[config.mk]
export PLATFORM = sky130hd
export DESIGN_NAME = adder_arbiter
export DESIGN_NICKNAME = d
export VERILOG_FILES = /design/src/rtl/alu_pkg.sv /design/src/rtl/adder_core.sv /design/src/rtl/adder_arbiter.sv
export SDC_FILE = /design/constraint.sdc
export NUM_CORES = 1
export LEC_CHECK = 0
export BUFFER_PORTS_ARGS = -buffer_cell sky130_fd_sc_hd__buf_2
export CORE_MARGIN = 10
export CORE_UTILIZATION = 42
export CTS_CLUSTER_SIZE = 20
export DETAILED_ROUTE_END_ITERATION = 10
export PLACE_DENSITY_LB_ADDON = 0.25
export SYNTH_ARGS = -nofsm -noshare
export SYNTH_HDL_FRONTEND = slang
export SYNTH_SLANG_ARGS = --single-unit
[constraint.sdc]
create_clock -name clk -period 6.5 [get_ports clk]
set_clock_uncertainty 0.1 [all_clocks]
set_input_delay 0.975 -clock clk [delete_from_list [all_inputs] [get_ports clk]]
set_output_delay 0.975 -clock clk [all_outputs]
set_load 0.01 [all_outputs]
[src/rtl/alu_pkg.sv]
// Shared definitions for the ALU adder path: widths, response-buffer states
// and the round-robin pick helper used by the arbiter.
package alu_pkg;

    localparam int ADD_WIDTH = 32;
    localparam int MAX_REQ   = 8;
    localparam int REQ_ID_W  = 2;

    typedef enum logic {
        BUF_EMPTY = 1'b0,
        BUF_FULL  = 1'b1
    } buf_state_t;

    // First valid index scanning ptr, ptr+1, ... mod n. Falls back to ptr when
    // nothing is valid; callers qualify the result with any-valid.
    function automatic logic [2:0] rr_pick(
        input logic [MAX_REQ-1:0] valid,
        input logic [2:0]         ptr,
        input int                 n
    );
        logic [2:0] pick;
        int         idx;
        pick = ptr;
        // Walk offsets from the far end so the closest valid offset wins last.
        for (int k = MAX_REQ - 1; k >= 0; k--) begin
            if (k < n) begin
                idx = int'(ptr) + k;
                if (idx >= n) begin
                    idx = idx - n;
                end
                if (valid[idx]) begin
                    pick = 3'(idx);
                end
            end
        end
        return pick;
    endfunction

endpackage

[src/rtl/adder_core.sv]
// Combinational adder built from 4-bit carry-lookahead groups with the group
// carries chained between groups; carry-in is fixed at zero.
module adder_core #(
    parameter int WIDTH = 32
) (
    input  logic [WIDTH-1:0] a,
    input  logic [WIDTH-1:0] b,
    output logic [WIDTH-1:0] sum,
    output logic             cout
);

    localparam int NG = (WIDTH + 3) / 4;
    localparam int PW = NG * 4;

    logic [PW-1:0] a_ext;
    logic [PW-1:0] b_ext;
    logic [PW-1:0] g;
    logic [PW-1:0] p;
    logic [PW:0]   c;
    logic [NG-1:0] grp_g;
    logic [NG-1:0] grp_p;
    logic [NG:0]   grp_c;

    assign a_ext = PW'(a);
    assign b_ext = PW'(b);
    assign g     = a_ext & b_ext;
    assign p     = a_ext ^ b_ext;

    genvar gi;
    generate
        for (gi = 0; gi < NG; gi++) begin : g_group
            localparam int B = gi * 4;
            assign c[B]   = grp_c[gi];
            assign c[B+1] = g[B] | (p[B] & grp_c[gi]);
            assign c[B+2] = g[B+1] | (p[B+1] & g[B]) | (p[B+1] & p[B] & grp_c[gi]);
            assign c[B+3] = g[B+2] | (p[B+2] & g[B+1]) | (p[B+2] & p[B+1] & g[B])
                          | (p[B+2] & p[B+1] & p[B] & grp_c[gi]);
            assign grp_g[gi] = g[B+3] | (p[B+3] & g[B+2]) | (p[B+3] & p[B+2] & g[B+1])
                             | (p[B+3] & p[B+2] & p[B+1] & g[B]);
            assign grp_p[gi] = &p[B+3:B];
        end
    endgenerate

    always_comb begin
        grp_c[0] = 1'b0;
        for (int i = 0; i < NG; i++) begin
            grp_c[i+1] = grp_g[i] | (grp_p[i] & grp_c[i]);
        end
    end

    assign c[PW] = grp_c[NG];
    // Padding bits are zero, so the carry into bit WIDTH is the true carry-out.
    assign sum   = p[WIDTH-1:0] ^ c[WIDTH-1:0];
    assign cout  = c[WIDTH];

endmodule

[src/rtl/adder_arbiter.sv]
// Round-robin arbiter feeding one shared adder, with a single-entry response
// buffer (EMPTY/FULL) and a wrapping accepted-operation counter.
module adder_arbiter
    import alu_pkg::*;
#(
    parameter int NUM_REQ = 4,
    parameter int WIDTH   = ADD_WIDTH,
    parameter int IDW     = REQ_ID_W,
    parameter int CNTW    = 16
) (
    input  logic                     clk,
    input  logic                     rst_n,
    input  logic [NUM_REQ-1:0]       req_valid,
    output logic [NUM_REQ-1:0]       req_ready,
    input  logic [NUM_REQ*WIDTH-1:0] req_a,
    input  logic [NUM_REQ*WIDTH-1:0] req_b,
    output logic                     resp_valid,
    input  logic                     resp_ready,
    output logic [WIDTH-1:0]         resp_sum,
    output logic                     resp_carry,
    output logic [IDW-1:0]           resp_id,
    output logic [CNTW-1:0]          op_count
);

    buf_state_t      state_reg, state_next;
    logic [WIDTH-1:0] resp_sum_reg, resp_sum_next;
    logic             resp_carry_reg, resp_carry_next;
    logic [IDW-1:0]   resp_id_reg, resp_id_next;
    logic [CNTW-1:0]  op_count_reg, op_count_next;
    logic [IDW-1:0]   rr_ptr_reg, rr_ptr_next;

    logic [WIDTH-1:0] a_arr [NUM_REQ];
    logic [WIDTH-1:0] b_arr [NUM_REQ];
    logic [WIDTH-1:0] a_sel;
    logic [WIDTH-1:0] b_sel;
    logic [WIDTH-1:0] core_sum;
    logic             core_cout;
    logic [IDW-1:0]   grant;
    logic             any_valid;
    logic             can_accept;
    logic             accept;

    genvar gi;
    generate
        for (gi = 0; gi < NUM_REQ; gi++) begin : g_req
            assign a_arr[gi]     = req_a[gi*WIDTH +: WIDTH];
            assign b_arr[gi]     = req_b[gi*WIDTH +: WIDTH];
            assign req_ready[gi] = accept & (grant == IDW'(gi));
        end
    endgenerate

    // Grant is a function of req_valid and the pointer only; backpressure
    // gates req_ready but never changes who is selected.
    assign grant      = IDW'(rr_pick(MAX_REQ'(req_valid), 3'(rr_ptr_reg), NUM_REQ));
    assign any_valid  = |req_valid;
    assign resp_valid = (state_reg == BUF_FULL);
    assign can_accept = ~resp_valid | resp_ready;
    assign accept     = any_valid & can_accept;

    assign a_sel = a_arr[grant];
    assign b_sel = b_arr[grant];

    adder_core #(
        .WIDTH (WIDTH)
    ) u_core (
        .a    (a_sel),
        .b    (b_sel),
        .sum  (core_sum),
        .cout (core_cout)
    );

    always_comb begin
        state_next      = state_reg;
        resp_sum_next   = resp_sum_reg;
        resp_carry_next = resp_carry_reg;
        resp_id_next    = resp_id_reg;
        op_count_next   = op_count_reg;
        rr_ptr_next     = rr_ptr_reg;

        case (state_reg)
            BUF_EMPTY: if (accept) state_next = BUF_FULL;
            BUF_FULL:  if (!accept && resp_ready) state_next = BUF_EMPTY;
            default:   state_next = BUF_EMPTY;
        endcase

        // A drain and an accept in the same cycle simply overwrite the entry.
        if (accept) begin
            resp_sum_next   = core_sum;
            resp_carry_next = core_cout;
            resp_id_next    = grant;
            op_count_next   = op_count_reg + 1'b1;
            rr_ptr_next     = (grant == IDW'(NUM_REQ - 1)) ? '0 : grant + 1'b1;
        end
    end

    always_ff @(posedge clk or negedge rst_n) begin
        if (!rst_n) begin
            state_reg      <= BUF_EMPTY;
            resp_sum_reg   <= '0;
            resp_carry_reg <= 1'b0;
            resp_id_reg    <= '0;
            op_count_reg   <= '0;
            rr_ptr_reg     <= '0;
        end else begin
            state_reg      <= state_next;
            resp_sum_reg   <= resp_sum_next;
            resp_carry_reg <= resp_carry_next;
            resp_id_reg    <= resp_id_next;
            op_count_reg   <= op_count_next;
            rr_ptr_reg     <= rr_ptr_next;
        end
    end

    assign resp_sum   = resp_sum_reg;
    assign resp_carry = resp_carry_reg;
    assign resp_id    = resp_id_reg;
    assign op_count   = op_count_reg;

endmodule
==> results of run 1 <==
-- power by group --
part           switching, µW  internal [µW]
Clock                    140            147
Combinational           2580           2410
Sequential               102            507
Total                   2820           3060
-- layer usage --
| metal | track usage, % | share of wire [%] | up-vias | wire length (µm) |
|---|---|---|---|---|
| li1 | - | - | 2458 | - |
| met1 | 23.1 | 37 | 2480 | 6950 |
| met2 | 38.1 | 54 | 208 | 10100 |
| met3 | 7.05 | 8.4 | 16 | 1600 |
| met4 | 3.77 | 1.2 | 2 | 229 |
| met5 | 0 | 0.095 | - | 18 |
-- final cells by class --
type	count	area, µm²
well taps	168	210
clock inverters	3	26.3
flip-flops and latches	54	1350
fillers	1065	4930
clock buffers	5	125
multi-input cells	373	3700
repair buffers	329	1700
inverters	32	120
-- worst paths after layout --
| path | start | endpoint | slack, ps | cells after the start |
|---|---|---|---|---|
| setup / recovery | rr_ptr_reg[0] | resp_sum[28] | 630 | 19 |
| hold / removal | op_count[15] | op_count[15] | 370 | 1 |
| setup reg to reg | rr_ptr_reg[0] | resp_sum[28] | 630 | 19 |
| hold reg to reg | op_count[15] | op_count[15] | 370 | 1 |
| max in group asynchronous | rst_n | resp_sum[16] | 5030 | 2 |
| min in group asynchronous | rst_n | op_count[15] | 390 | 1 |
-- kinds of logic (layout without fill, tap and decap cells) --
group | count (synthesis) | count (layout) | synth area share [%]
DFF | 54 | 54 | 25.6
adders and majority gates | 46 | 46 | 12.0
xor gates and xnor gates | 30 | 30 | 4.97
muxes | 74 | 74 | 29.2
and+or+nand+nor | 124 | 124 | 10.9
AOI/OAI and AO/OA | 99 | 99 | 12.4
buffers and inverters | 57 | 369 | 4.93
-- through the flow --
| step | total power [µW] | std cells |
|---|---|---|
| floorplan | 4500 | 484 |
| global placement | 5470 | 956 |
| detailed placement | 5650 | 956 |
| CTS | 5950 | 964 |
| global route | 6520 | 964 |
| finish | 5880 | 964 |
-- placed cells by master (no fill, tap or decap), types with 6 or more instances in the layout --
master,count
sky130_fd_sc_hd__buf_2,318
sky130_fd_sc_hd__nand2_1,65
sky130_fd_sc_hd__mux4_2,64
sky130_fd_sc_hd__dfrtp_1,54
sky130_fd_sc_hd__ha_1,38
sky130_fd_sc_hd__o21ai_0,31
sky130_fd_sc_hd__inv_1,30
sky130_fd_sc_hd__a21oi_1,16
sky130_fd_sc_hd__nor2_1,16
sky130_fd_sc_hd__xnor2_1,16
sky130_fd_sc_hd__xor2_1,13
sky130_fd_sc_hd__nand3_1,11
sky130_fd_sc_hd__mux2i_1,9
sky130_fd_sc_hd__buf_4,9
sky130_fd_sc_hd__nand4_1,8
sky130_fd_sc_hd__fa_1,8
sky130_fd_sc_hd__o21a_1,6
sky130_fd_sc_hd__a21o_1,6
-- worst max-delay path, delay by kind of cell, from the launching register on --
| family | cells | cell delay, ps |
|---|---|---|
| compound gates | 11 | 2540 |
| fa+ha+maj | 3 | 1140 |
| buf+inv | 2 | 380 |
| flops | 1 | 640 |
| mux | 2 | 820 |
| simple gates | 1 | 130 |
==> impl_metrics.prom, run 1 <==
# TYPE chip_impl_metric gauge
chip_impl_info{name="worstSetupPathType",value="flip-flop to flip-flop"} 1
chip_impl_metric{name="grt_antenna_before_repair",unit=""} 1
chip_impl_metric{name="maxSlewHeadroom",unit="%"} 55.1
chip_impl_metric{name="clock_tree.buffer_depth",unit=""} 2
chip_impl_metric{name="finalWorstSetupSlack",unit="ps"} 632
chip_impl_metric{name="synth_cell_types",unit=""} 52
chip_impl_info{name="root_buffer",value="sky130_fd_sc_hd__clkbuf_16"} 1
chip_impl_metric{name="report.final.setup_viol",unit=""} 0
chip_impl_metric{name="slowest_delay",unit="ps"} 640
chip_impl_metric{name="synth-edff-count",unit=""} 0
chip_impl_metric{name="cts.hold.buffers_added",unit=""} 0
chip_impl_metric{name="max_clock_freq",unit="MHz"} 170
chip_impl_metric{name="full_die_area",unit="mm²"} 0.0175
chip_impl_metric{name="floorplan.core_area",unit="mm²"} 0.0122
chip_impl_info{name="synth_top_cells_by_area",value="sky130_fd_sc_hd__mux4_2 27%, sky130_fd_sc_hd__dfrtp_1 26%, sky130_fd_sc_hd__ha_1 9.0%"} 1
chip_impl_info{name="yosysMostFrequentCell",value="sky130_fd_sc_hd__nand2_1"} 1
chip_impl_metric{name="crit_path_max_fanout",unit=""} 10
chip_impl_metric{name="cts_num_sinks",unit=""} 54
chip_impl_metric{name="num_rows",unit=""} 40
chip_impl_metric{name="power-per-cell-area",unit="mW/mm²"} 813
chip_impl_metric{name="dr_total_vias",unit=""} 5164
chip_impl_metric{name="tritoncts.num_buffers",unit=""} 5
chip_impl_info{name="worst_path_most_repeated_cell",value="sky130_fd_sc_hd__a21oi_1"} 1
chip_impl_metric{name="placedInstanceArea",unit="mm²"} 0.00708
chip_impl_metric{name="routability_driven_placement_congestion_ratio",unit=""} 0.868
chip_impl_metric{name="worst_ep_required",unit="ps"} 6620
chip_impl_metric{name="grt_remaining_overflow",unit=""} 0
chip_impl_metric{name="wire_per_inst",unit="µm"} 19.6
chip_impl_metric{name="worst-endpoint-arrival",unit="ps"} 5990
chip_impl_metric{name="antenna_cells",unit=""} 0
chip_impl_info{name="timing.critical_path.cells",value="inv_1 > ha_1 > mux2_2 > o22ai_1 > a21oi_1 > o21ai_0 > a21oi_1 > a21oi_4 > buf_4 > mux4_2 > ha_1 > a211o_1 > a21oi_1 > a21boi_1 > o211ai_1 > nand2_1 > a221oi_2 > fa_1 > o21ai_0"} 1
chip_impl_metric{name="synthArstFlopShare",unit="%"} 100
chip_impl_metric{name="detailed_route_drc_error_count",unit=""} 0
chip_impl_info{name="grt_setup_unrepaired",value="no"} 1
chip_impl_metric{name="detailedRoute.firstPassIterationCount",unit=""} 4
chip_impl_metric{name="place_ws",unit="ps"} 585
chip_impl_metric{name="detail-route-antenna-nets",unit=""} 0
chip_impl_info{name="worstSetupEndpointType",value="flip-flop"} 1
chip_impl_metric{name="power.ir.vdd_worst",unit="mV"} 0.584
chip_impl_info{name="crit_slowest_cell",value="sky130_fd_sc_hd__dfrtp_1"} 1
chip_impl_info{name="outcome",value="finished, final reports clean"} 1
chip_impl_metric{name="finalCritPeriodShare",unit="%"} 90.3
chip_impl_metric{name="cts.clk_slew.worst_paths",unit="ps"} 80
chip_impl_info{name="yosys.area.top_type",value="sky130_fd_sc_hd__mux4_2"} 1
chip_impl_metric{name="die_outline_width",unit="µm"} 132
chip_impl_metric{name="cts_repair_resize_count",unit=""} 0
chip_impl_info{name="holdCritPathClass",value="flip-flop to flip-flop"} 1
chip_impl_metric{name="worstSkewPairLatency",unit="ps"} 300
chip_impl_metric{name="setup_total_negative_slack",unit="ps"} 0
chip_impl_metric{name="synthesis.area_per_instance",unit="µm²"} 10.9
chip_impl_metric{name="final_core_util",unit="%"} 59.4
chip_impl_metric{name="wire_length_of_the_first_global_routing_pass",unit="µm"} 29800
chip_impl_metric{name="number_of_nets_in_the_synthesized_netlist",unit=""} 793
chip_impl_metric{name="portBuffers",unit=""} 318
chip_impl_metric{name="synthesis_to_layout_area_growth",unit="%"} 36.8
chip_impl_metric{name="yosysWarningCount",unit=""} 0
chip_impl_metric{name="drt_iter0_markers",unit=""} 267
chip_impl_metric{name="total_of_max_cap_violations",unit=""} 0
chip_impl_metric{name="power.leakage",unit="µW"} 0.00363
chip_impl_metric{name="global_route.usage.total",unit="%"} 20.9
chip_impl_metric{name="grt_start_max_net_pins",unit=""} 72
chip_impl_metric{name="finalWorstPathRequiredPeriod",unit="ps"} 5870
chip_impl_metric{name="finalNetCount",unit=""} 1104
chip_impl_metric{name="starting_utilization_of_the_core_area",unit="%"} 43.4
chip_impl_metric{name="dieHeight",unit="µm"} 132
chip_impl_metric{name="cts_htree_levels",unit=""} 2
chip_impl_metric{name="synth_seq_area_share",unit="%"} 25.6
chip_impl_metric{name="postSynthRegisterBits",unit=""} 54
chip_impl_metric{name="post_cts.repair.setup_buffers",unit=""} 0
chip_impl_metric{name="synth_largest_type_area_fraction",unit="%"} 27.3
chip_impl_metric{name="grt_pass1_vias",unit=""} 5690
chip_impl_metric{name="netlist_area",unit="mm²"} 0.00528
chip_impl_metric{name="place_hpwl",unit="µm"} 16300
chip_impl_info{name="crit_path_start_kind",value="flip-flop"} 1
chip_impl_metric{name="pin_count",unit=""} 319
chip_impl_info{name="ys.flop_type",value="sky130_fd_sc_hd__dfrtp_1"} 1
chip_impl_metric{name="largest_register_ff_count",unit=""} 32
chip_impl_metric{name="finish.instance_area",unit="mm²"} 0.00723
chip_impl_metric{name="worst_pin_slew",unit="ps"} 673
chip_impl_metric{name="number_of_endpoints_with_negative_hold_slack_in_the_final_report",unit=""} 0
chip_impl_metric{name="netlist_instances",unit=""} 484
chip_impl_metric{name="final_layout_size_suffix_gt1_share",unit="%"} 51.8
chip_impl_metric{name="whs",unit="ps"} 374
chip_impl_info{name="cts_tree",value="built"} 1
chip_impl_info{name="netlist_top_cells_count",value="65 x sky130_fd_sc_hd__nand2_1, 64 x sky130_fd_sc_hd__mux4_2, 54 x sky130_fd_sc_hd__dfrtp_1"} 1
chip_impl_metric{name="route.final.wire_length",unit="µm"} 18900
chip_impl_metric{name="drt-vias-per-instance",unit=""} 5.36
chip_impl_metric{name="report.final.slew_viol_count",unit=""} 0
Note: power is estimated with default switching activity, not from simulation.
==> run 2: changes to the inputs <==
Settings changed: CORE_UTILIZATION 42 to 25, GPL_ROUTABILITY_DRIVEN set to 0.
==> impl_metrics.prom, run 2 (same netlist as run 1, synthesis figures left out) <==
# TYPE chip_impl_metric gauge
chip_impl_info{name="outcome",value="finished, final reports clean"} 1
chip_impl_metric{name="global_route.usage.total",unit="%"} 13.8
chip_impl_metric{name="fillCellCount",unit=""} 2168
chip_impl_metric{name="maxSlewHeadroom",unit="%"} 48.3
chip_impl_info{name="holdCritPathClass",value="flip-flop to flip-flop"} 1
chip_impl_metric{name="total_of_max_cap_violations",unit=""} 0
chip_impl_metric{name="worst-endpoint-arrival",unit="ps"} 5830
chip_impl_metric{name="tritoncts.num_buffers",unit=""} 5
chip_impl_metric{name="report.final.slew_viol_count",unit=""} 0
chip_impl_metric{name="place_hpwl",unit="µm"} 17300
chip_impl_info{name="critical-path-top-delay-family",value="compound AO/OA/AOI/OAI gates"} 1
chip_impl_metric{name="power.total",unit="µW"} 5930
chip_impl_info{name="layout_commonest_cell",value="sky130_fd_sc_hd__buf_2"} 1
chip_impl_metric{name="die_outline_width",unit="µm"} 165
chip_impl_metric{name="synthesis_to_layout_area_growth",unit="%"} 39.6
chip_impl_metric{name="starting_utilization_of_the_core_area",unit="%"} 25.3
chip_impl_metric{name="placedInstanceArea",unit="mm²"} 0.00722
chip_impl_metric{name="drt-vias-per-instance",unit=""} 4.80
chip_impl_metric{name="worst_ep_required",unit="ps"} 6630
chip_impl_metric{name="drt_iter0_markers",unit=""} 182
chip_impl_metric{name="setup_total_negative_slack",unit="ps"} 0
chip_impl_metric{name="num_rows",unit=""} 53
chip_impl_metric{name="finalNetCount",unit=""} 1104
chip_impl_info{name="worstSetupEndpointType",value="flip-flop"} 1
chip_impl_metric{name="worstSkewPairLatency",unit="ps"} 310
chip_impl_metric{name="power.leakage",unit="µW"} 0.00364
chip_impl_metric{name="dr_total_vias",unit=""} 5138
chip_impl_metric{name="critical_path.n_buffers_inverters",unit=""} 3
chip_impl_metric{name="cts.hold.buffers_added",unit=""} 0
chip_impl_metric{name="largest_register_ff_count",unit=""} 32
chip_impl_info{name="timing.critical_path.cells",value="inv_1 > ha_1 > mux2i_1 > a21oi_1 > o21ai_1 > a32oi_2 > xnor2_2 > buf_12 > buf_12 > mux4_2 > ha_1 > a21o_1 > a31o_2 > a221oi_1 > o21a_1 > nand2_1 > a221oi_2 > fa_1 > o21ai_0"} 1
chip_impl_metric{name="finish.instance_area",unit="mm²"} 0.00738
chip_impl_metric{name="full_die_area",unit="mm²"} 0.0274
chip_impl_info{name="most_frequent_cells_in_the_layout",value="318 x sky130_fd_sc_hd__buf_2, 65 x sky130_fd_sc_hd__nand2_1, 64 x sky130_fd_sc_hd__mux4_2"} 1
chip_impl_info{name="crit_path_start_kind",value="flip-flop"} 1
chip_impl_info{name="grt_setup_unrepaired",value="no"} 1
chip_impl_metric{name="cts.clk_slew.worst_paths",unit="ps"} 90
chip_impl_metric{name="pin_count",unit=""} 319
chip_impl_metric{name="wire_length_of_the_first_global_routing_pass",unit="µm"} 29700
chip_impl_metric{name="dieHeight",unit="µm"} 165
chip_impl_metric{name="portBuffers",unit=""} 318
chip_impl_metric{name="grt_antenna_before_repair",unit=""} 2
chip_impl_metric{name="grt_remaining_overflow",unit=""} 0
chip_impl_metric{name="floorplan.core_area",unit="mm²"} 0.0209
chip_impl_metric{name="cts_num_sinks",unit=""} 54
chip_impl_metric{name="detailedRoute.firstPassIterationCount",unit=""} 4
chip_impl_info{name="root_buffer",value="sky130_fd_sc_hd__clkbuf_16"} 1
chip_impl_info{name="crit_slowest_cell",value="sky130_fd_sc_hd__dfrtp_1"} 1
chip_impl_metric{name="finalWorstPathRequiredPeriod",unit="ps"} 5700
chip_impl_metric{name="power.ir.vdd_worst",unit="mV"} 0.325
chip_impl_metric{name="finalCritPeriodShare",unit="%"} 87.7
chip_impl_metric{name="detail-route-antenna-nets",unit=""} 0
chip_impl_metric{name="detailed_route_drc_error_count",unit=""} 0
chip_impl_metric{name="max_clock_freq",unit="MHz"} 175
chip_impl_metric{name="grt_pass1_vias",unit=""} 5497
chip_impl_metric{name="grt_start_max_net_pins",unit=""} 55
chip_impl_metric{name="power-per-cell-area",unit="mW/mm²"} 803
chip_impl_info{name="worstSetupPathType",value="flip-flop to flip-flop"} 1
chip_impl_metric{name="cts_htree_levels",unit=""} 2
chip_impl_metric{name="clock_tree.buffer_depth",unit=""} 2
chip_impl_metric{name="worst_pin_slew",unit="ps"} 776
chip_impl_metric{name="crit_path_max_fanout",unit=""} 31
chip_impl_metric{name="route.final.wire_length",unit="µm"} 20000
chip_impl_metric{name="post_cts.repair.setup_buffers",unit=""} 0
chip_impl_info{name="cts_tree",value="built"} 1
chip_impl_metric{name="antenna_cells",unit=""} 0
chip_impl_metric{name="cts_repair_resize_count",unit=""} 0
chip_impl_metric{name="number_of_endpoints_with_negative_hold_slack_in_the_final_report",unit=""} 0
chip_impl_metric{name="final_layout_size_suffix_gt1_share",unit="%"} 51.8
chip_impl_metric{name="wire_per_inst",unit="µm"} 18.7
chip_impl_metric{name="report.final.setup_viol",unit=""} 0
chip_impl_metric{name="slowest_delay",unit="ps"} 650
## run 2: cell count changes in the layout (fill, tap and decap cells not counted)
cell | before | now
sky130_fd_sc_hd__inv_8 | 0 | 1
sky130_fd_sc_hd__inv_6 | 2 | 1
sky130_fd_sc_hd__buf_4 | 9 | 8
sky130_fd_sc_hd__buf_12 | 2 | 3
## run 2: worst paths after layout
check | startpoint | endpoint | slack, ps | cells past startpoint
min in group asynchronous | rst_n | op_count[3] | 710 | 2
worst max-delay path | rr_ptr_reg[0] | resp_sum[28] | 800 | 19
max in group asynchronous | rst_n | resp_sum[9] | 5070 | 2
worst min-delay path | resp_sum[6] | resp_sum[6] | 380 | 2
worst max register to register | rr_ptr_reg[0] | resp_sum[28] | 800 | 19
worst min register to register | resp_sum[6] | resp_sum[6] | 380 | 2
## run 2: final cells by class
type	instances	area [µm²]	share of cell area (%)
Timing Repair Buffer	329	1710	23.2
Sequential cell	54	1350	18.3
Clock inverter	3	28.8	0.390
Clock buffer	5	125	1.70
Multi-Input combinational cell	373	3700	50.1
Inverter	32	120	1.63
Tap cell	275	344	4.66
## run 2: stage by stage
stage,setup WS [ps],util (%),hold slack [ps],cells
3_5_place_dp,545,34.6,362,1063
2_1_floorplan,1260,-,407,484
3_3_place_gp,683,34.6,354,1063
4_1_cts,692,35.3,382,1071
6_report,799,35.3,378,1071
5_1_grt,338,35.3,411,1071
## run 2: worst reg2reg max path: cells and delay by family, from the launching register on
| family | cells | cell delay (ps) |
|---|---|---|
| flip-flops | 1 | 650 |
| multiplexers | 2 | 850 |
| AO/OA/AOI/OAI | 9 | 1900 |
| adder cells (fa/ha/maj) | 3 | 1250 |
| XOR/XNOR | 1 | 210 |
| AND/OR/NAND/NOR | 1 | 100 |
| buffers and inverters | 3 | 590 |
## run 2: where the power goes
| part | leakage [µW] | internal, µW | switching, µW |
|---|---|---|---|
| clock | 0.0000763 | 149 | 155 |
| sequential | 0.000670 | 506 | 102 |
| combinational | 0.00289 | 2440 | 2580 |
| total | 0.00364 | 3090 | 2830 |
## run 2: routing by layer
| layer | global-route usage [%] | routed length (µm) |
|---|---|---|
| met5 | 0 | 30 |
| met4 | 2.55 | 186 |
| met3 | 4.96 | 1790 |
| met2 | 24.8 | 10200 |
| met1 | 15.5 | 7740 |
